<file path="src/rtl/pipeline_hazard_controller.sv">
// pipeline_hazard_controller: stall/flush sequencer for the 5-stage RV32I pipeline.
// Handles load-use, mispredict, data-memory waits with timeout, and trap entry.
module pipeline_hazard_controller #(
  parameter int MEM_TIMEOUT = 16
) (
  input  logic       clk,
  input  logic       reset,
  input  logic [4:0] ID_rs1,
  input  logic [4:0] ID_rs2,
  input  logic       ID_rs1_used,
  input  logic       ID_rs2_used,
  input  logic       EX_memory_read,
  input  logic [4:0] EX_rd,
  input  logic       EX_mispredict,
  input  logic       MEM_memory_read,
  input  logic       MEM_memory_write,
  input  logic       dmem_ready,
  input  logic       trap_request,
  input  logic       trap_done,
  output logic       pc_stall,
  output logic       IF_ID_stall,
  output logic       IF_ID_flush,
  output logic       ID_EX_stall,
  output logic       ID_EX_flush,
  output logic       EX_MEM_stall,
  output logic       EX_MEM_flush,
  output logic       MEM_WB_flush,
  output logic       trap_ack,
  output logic       trap_redirect,
  output logic       bus_error,
  output logic [1:0] ctrl_state
);
  localparam int CW = $clog2(MEM_TIMEOUT + 1);
  typedef enum logic [1:0] {RUN, MEM_WAIT, TRAP_FLUSH, TRAP_WAIT} state_t;
  state_t state, state_nxt;
  logic [CW-1:0] cnt, cnt_nxt;
  logic load_use, mem_busy, timeout, hold, run_like, mp, lu, tf, tw;
  assign load_use = EX_memory_read && EX_rd != 5'd0 &&
                    ((ID_rs1_used && ID_rs1 == EX_rd) || (ID_rs2_used && ID_rs2 == EX_rd));
  assign mem_busy = (MEM_memory_read || MEM_memory_write) && !dmem_ready;
  assign timeout  = state == MEM_WAIT && !dmem_ready && cnt == CW'(MEM_TIMEOUT);
  // The ready cycle of a wait behaves like RUN so a held mispredict or load-use is not dropped
  assign hold     = !reset && ((state == RUN && !trap_request && mem_busy) ||
                               (state == MEM_WAIT && !dmem_ready));
  assign run_like = !reset && ((state == RUN && !trap_request && !mem_busy) ||
                               (state == MEM_WAIT && dmem_ready));
  assign mp = run_like && EX_mispredict;
  assign lu = run_like && !EX_mispredict && load_use;
  assign tf = !reset && state == TRAP_FLUSH;
  assign tw = !reset && state == TRAP_WAIT;
  assign pc_stall      = hold || lu || tf || (tw && !trap_done);
  assign IF_ID_stall   = hold || lu;
  assign IF_ID_flush   = mp || tf || tw;
  assign ID_EX_stall   = hold;
  assign ID_EX_flush   = mp || lu || tf || tw;
  assign EX_MEM_stall  = hold;
  assign EX_MEM_flush  = tf;
  assign MEM_WB_flush  = hold || tf;
  assign trap_ack      = !reset && state == RUN && trap_request;
  assign trap_redirect = tw && trap_done;
  assign bus_error     = !reset && timeout;
  assign ctrl_state    = state;
  always_comb begin
    state_nxt = state == RUN        ? (trap_request ? TRAP_FLUSH : mem_busy ? MEM_WAIT : RUN) :
                state == MEM_WAIT   ? (dmem_ready ? RUN : timeout ? TRAP_FLUSH : MEM_WAIT) :
                state == TRAP_FLUSH ? TRAP_WAIT :
                                      (trap_done ? RUN : TRAP_WAIT);
    cnt_nxt   = (state == RUN && !trap_request && mem_busy) ? CW'(1) :
                (state == MEM_WAIT && !dmem_ready && !timeout) ? cnt + 1'b1 : '0;
  end
  always_ff @(posedge clk or posedge reset) begin
    if (reset) begin
      state <= RUN;
      cnt   <= '0;
    end else begin
      state <= state_nxt;
      cnt   <= cnt_nxt;
    end
  end
endmodule

</file>
<file path="config.mk">
export PLATFORM = sky130hd
export DESIGN_NAME = pipeline_hazard_controller
export DESIGN_NICKNAME = d
export VERILOG_FILES = /design/src/rtl/pipeline_hazard_controller.sv
export SDC_FILE = /design/constraint.sdc
export NUM_CORES = 1
export LEC_CHECK = 0
export ABC_AREA = 1
export BUFFER_PORTS_ARGS = -buffer_cell sky130_fd_sc_hd__buf_2
export CELL_PAD_IN_SITES_DETAIL_PLACEMENT = 0
export CELL_PAD_IN_SITES_GLOBAL_PLACEMENT = 1
export CORE_UTILIZATION = 29
export CTS_CLUSTER_SIZE = 12
export DETAILED_ROUTE_END_ITERATION = 10
export PLACE_DENSITY_LB_ADDON = 0.05
export SYNTH_ARGS = -nofsm -noshare
export SYNTH_HDL_FRONTEND = slang
export SYNTH_SLANG_ARGS = --single-unit
</file>
<file path="constraint.sdc">
create_clock -name clk -period 2.4 [get_ports clk]
set_input_delay 0.12 -clock clk [delete_from_list [all_inputs] [get_ports clk]]
set_output_delay 0.12 -clock clk [all_outputs]
set_load 0.05 [all_outputs]
</file>
==> summary.md <==
| Metric | Value |
|---|---|
| Mean area per synthesized cell | `between 5 and 6 sq um` |
| Post-route antenna net violation count | `0` |
| Seq cells post-synth | `7` |
| Register area share after synthesis | `roughly 25%` |
| Initial Utilization | `31.2%` |
| Crit path DAT | `about 1.9 ns` |
| Post-route setup TNS | `0 ns` |
| Final GP Congestion | `0.742` |
| Post-synthesis mux area share | `0%` |
| Pre-CTS WS | `about 0.93 ns` |
| Peak Freq | `roughly 500 MHz` |
| Vias | `approximately 800` |
| Crit-path cells | `dlygate4sd3_1 -> buf_2 -> inv_1 -> and2_2 -> nand2_1 -> nor2_2 -> nand2_2 -> nand3_1 -> buf_2` |
| Slowest cell delay on critical path | `around 0.54 ns` |
| Post-cts sizing count | `0` |
| DR pass1 iterations | `4` |
| Worst endpoint required time | `2.28 ns` |
| Peak supply drop | `0.500 mV` |
| HPWL after DPL | `between 1000 and 1500 um` |
| Mapped cell area | `697 sq um` |
| Synth top area share | `25.1%` |
| Clock Sinks | `7` |
| CP most frequent cell | `buf_2` |
| Num rows | `17` |
| Largest net degree at the start of global routing | `12` |
| Filler Cells Inserted | `approximately 260` |
| Max clock buf depth | `2` |
| Share of layout cells above drive strength 1 | `31.9%` |
| Initial antenna violation count | `0` |
| Layout area overhead | `36.4%` |
| Minimum clock period | `2.00 ns` |
| Max_slew headroom | `73.3%` |
| Total GRT Usage | `13.6%` |
| Setup CP Type | `in -> out` |
| Area of the core | `0.00223 sq mm` |
| Distinct cells, synth | `18` |
| Slew Viols, Final | `0` |
| Crit path max-delay cell type | `dlygate4sd3_1` |
| First-pass GRT wire length | `2760 um` |
| Register area | `roughly 180 sq um` |
| Die width | `51.0 um` |
| YS warnings | `0` |
| Unrepaired setup endpoints after global routing | `no` |
| Max Cap Violations | `0` |
| Dominant cells by area after synthesis | `dfrtp_1 (25%), nand2_1 (21%), inv_1 (13%)` |
| Avg WL per Cell | `~9 um` |
| Min-delay worst type | `in -> reg` |
| Synth Area in Adders | `3.59%` |
| Final Skew | `~0.0068 ns` |
| DP Cell Count | `roughly 190` |
| Grt total ovfl | `0` |
| Number of global-route vias before repair | `674` |
| Top cell type by total area after synthesis | `dfrtp_1` |
| Port Buf Inserts | `38` |
| Final net count | `192` |
| Final cell count without fillers | `191` |
| Setup ws final | `0.403 ns` |
| Simple logic cell fraction of the synthesized area | `46.0%` |
| Vias per cell | `approximately 4.2` |
| Synth Area in XOR/XNOR | `under 10%` |
| Die area | `0.00260 sq mm` |
| Post-synth net total | `approximately 150` |
| H-tree levels | `1` |
| ANT cells | `0` |
| Clk slew on worst S/H paths | `0.05 ns` |
| Root Buffer | `clkbuf_4` |
| Worst Path Buf+Inv | `4` |
| Height of the die | `51.0 um` |
| Worst-skew pair later-pin latency | `0.25 ns` |
| Final period util | `83.2%` |
| Worst hold margin | `between 0.2 and 0.25 ns` |
| Critical path startpoint category | `primary input` |
| Initial DRC Count | `18` |
| Critical Path Sink Type | `output port` |
| Routed WL | `about 1700 um` |
| Multi-input logic area | `420 sq um` |
| Residual DRC | `0` |
| CTS tree | `built` |
| Crit Path Max Fanout | `11` |
| Post-synthesis compound-gate area fraction | `7.00%` |
| Post-CTS Setup Inserts | `0` |
| Power Dens Cells | `817 mW/mm^2` |
| CTS buffer count | `3` |
| Largest family of logic cells by synthesized area | `simple AND/OR/NAND/NOR gates` |
| Top delay family on crit path | `buffers and inverters` |
| Top Ports | `39` |
| Final Setup Violations | `0` |
| Synth Instances | `roughly 120` |
| Actual slew at the worst max-slew pin | `0.400 ns` |
| Leak | `0.610 nW` |
| Status | `complete, no violations` |
| Final Hold Fails | `0` |
-- worst register-to-register path: stages, from the launching register on --
cell	delay, ns
dfrtp_1	0.41
inv_1	0.07
ha_1	0.13
nand2_1	0.05
nor3_1	0.20
inv_1	0.08
nand2_2	0.14
nand3_1	0.09
-- Yosys cell counts --
library cell  number
o21ai_2            3
o21ai_0            3
buf_4              1
nand2_2            4
xor2_1             2
nand2_1           39
nor4_1             1
ha_1               2
dfrtp_1            7
and2_2             1
nor3_1             1
inv_1             24
a21boi_1           1
nor2_1            18
nand3_1           10
nor2_2             2
xnor2_1            1
inv_2              1
-- cell families after synthesis --
logic type	after synthesis
xor gates and xnor gates	3
and+or+nand+nor	76
AOI/OAI and AO/OA	7
buffers and inverters	26
adders and majority gates	2
DFF	7
-- per-stage QoR --
| step | util [%] | power (mW) | instance area (sq um) |
|---|---|---|---|
| 2_1_floorplan | - | 0.558 | 697 |
| 3_3_place_gp | 41.0 | 0.668 | 915 |
| 3_5_place_dp | 41.0 | 0.672 | 915 |
| 4_1_cts | 42.6 | 0.786 | 951 |
| 5_1_grt | 42.6 | 0.830 | 951 |
| 6_report | 42.6 | 0.777 | 951 |
-- where the power goes --
group	internal [mW]	switching (mW)	leakage (nW)
logic	0.123	0.363	0.503
registers	0.144	0.0412	0.0926
clock network	0.0634	0.0424	0.0150
total	0.330	0.447	0.610
-- final timing paths --
| check | from | to | slack (ns) | depth (start not counted) |
|---|---|---|---|---|
| worst min register to register | cnt[0] | cnt[0] | 0.52 | 1 |
| worst min-delay path | dmem_ready | ctrl_state[1] | 0.24 | 4 |
| min in group asynchronous | reset | ctrl_state[1] | 0.42 | 3 |
| max in group asynchronous | reset | cnt[3] | 1.69 | 3 |
| worst max register to register | cnt[0] | ctrl_state[0] | 1.11 | 7 |
| worst max-delay path | reset | ID_EX_flush | 0.40 | 9 |
-- sequential cells by signal, indices dropped and copies added, names as in the netlist --
register / flops
ctrl_state: 2
cnt: 5
-- cells in the final DEF (no fill, tap or decap) --
cell type / n
inv_1: 24
nand2_2: 4
and2_2: 1
nand2_1: 39
dfrtp_1: 7
buf_2: 38
a21boi_1: 1
xnor2_1: 1
o21ai_2: 3
nand3_1: 10
inv_2: 1
clkbuf_4: 3
nor2_1: 18
clkbuf_1: 1
nor4_1: 1
xor2_1: 2
nor3_1: 1
ha_1: 2
nor2_2: 2
dlygate4sd3_1: 1
o21ai_0: 3
-- metal layers --
metal / vias up / part of all wire [%] / track usage, % / wire length (um)
met4: 0 / 0 / 0 / 0
met5: - / 0 / 0 / 0
met1: 330 / 51 / 18.9 / 857
li1: 442 / - / - / -
met3: 0 / 6.2 / 3.87 / 104
met2: 25 / 43 / 21.9 / 719
-- final cells by class --
cell class                      instances  area share [%]
Multi-Input combinational cell         88            44.2
Sequential cell                         7            18.4
Clock buffer                            4            2.76
Inverter                               25            9.87
Timing Repair Buffer                   39            21.1
Tap cell                               28            3.68
-- timing repair --
| action | in CTS | in global routing |
|---|---|---|
| hold endpoints to repair | 7 | 0 |
| hold buffers | 1 | 0 |
| setup endpoints to repair | 0 | 0 |
No activity file was read; power rests on OpenSTA's default activity.
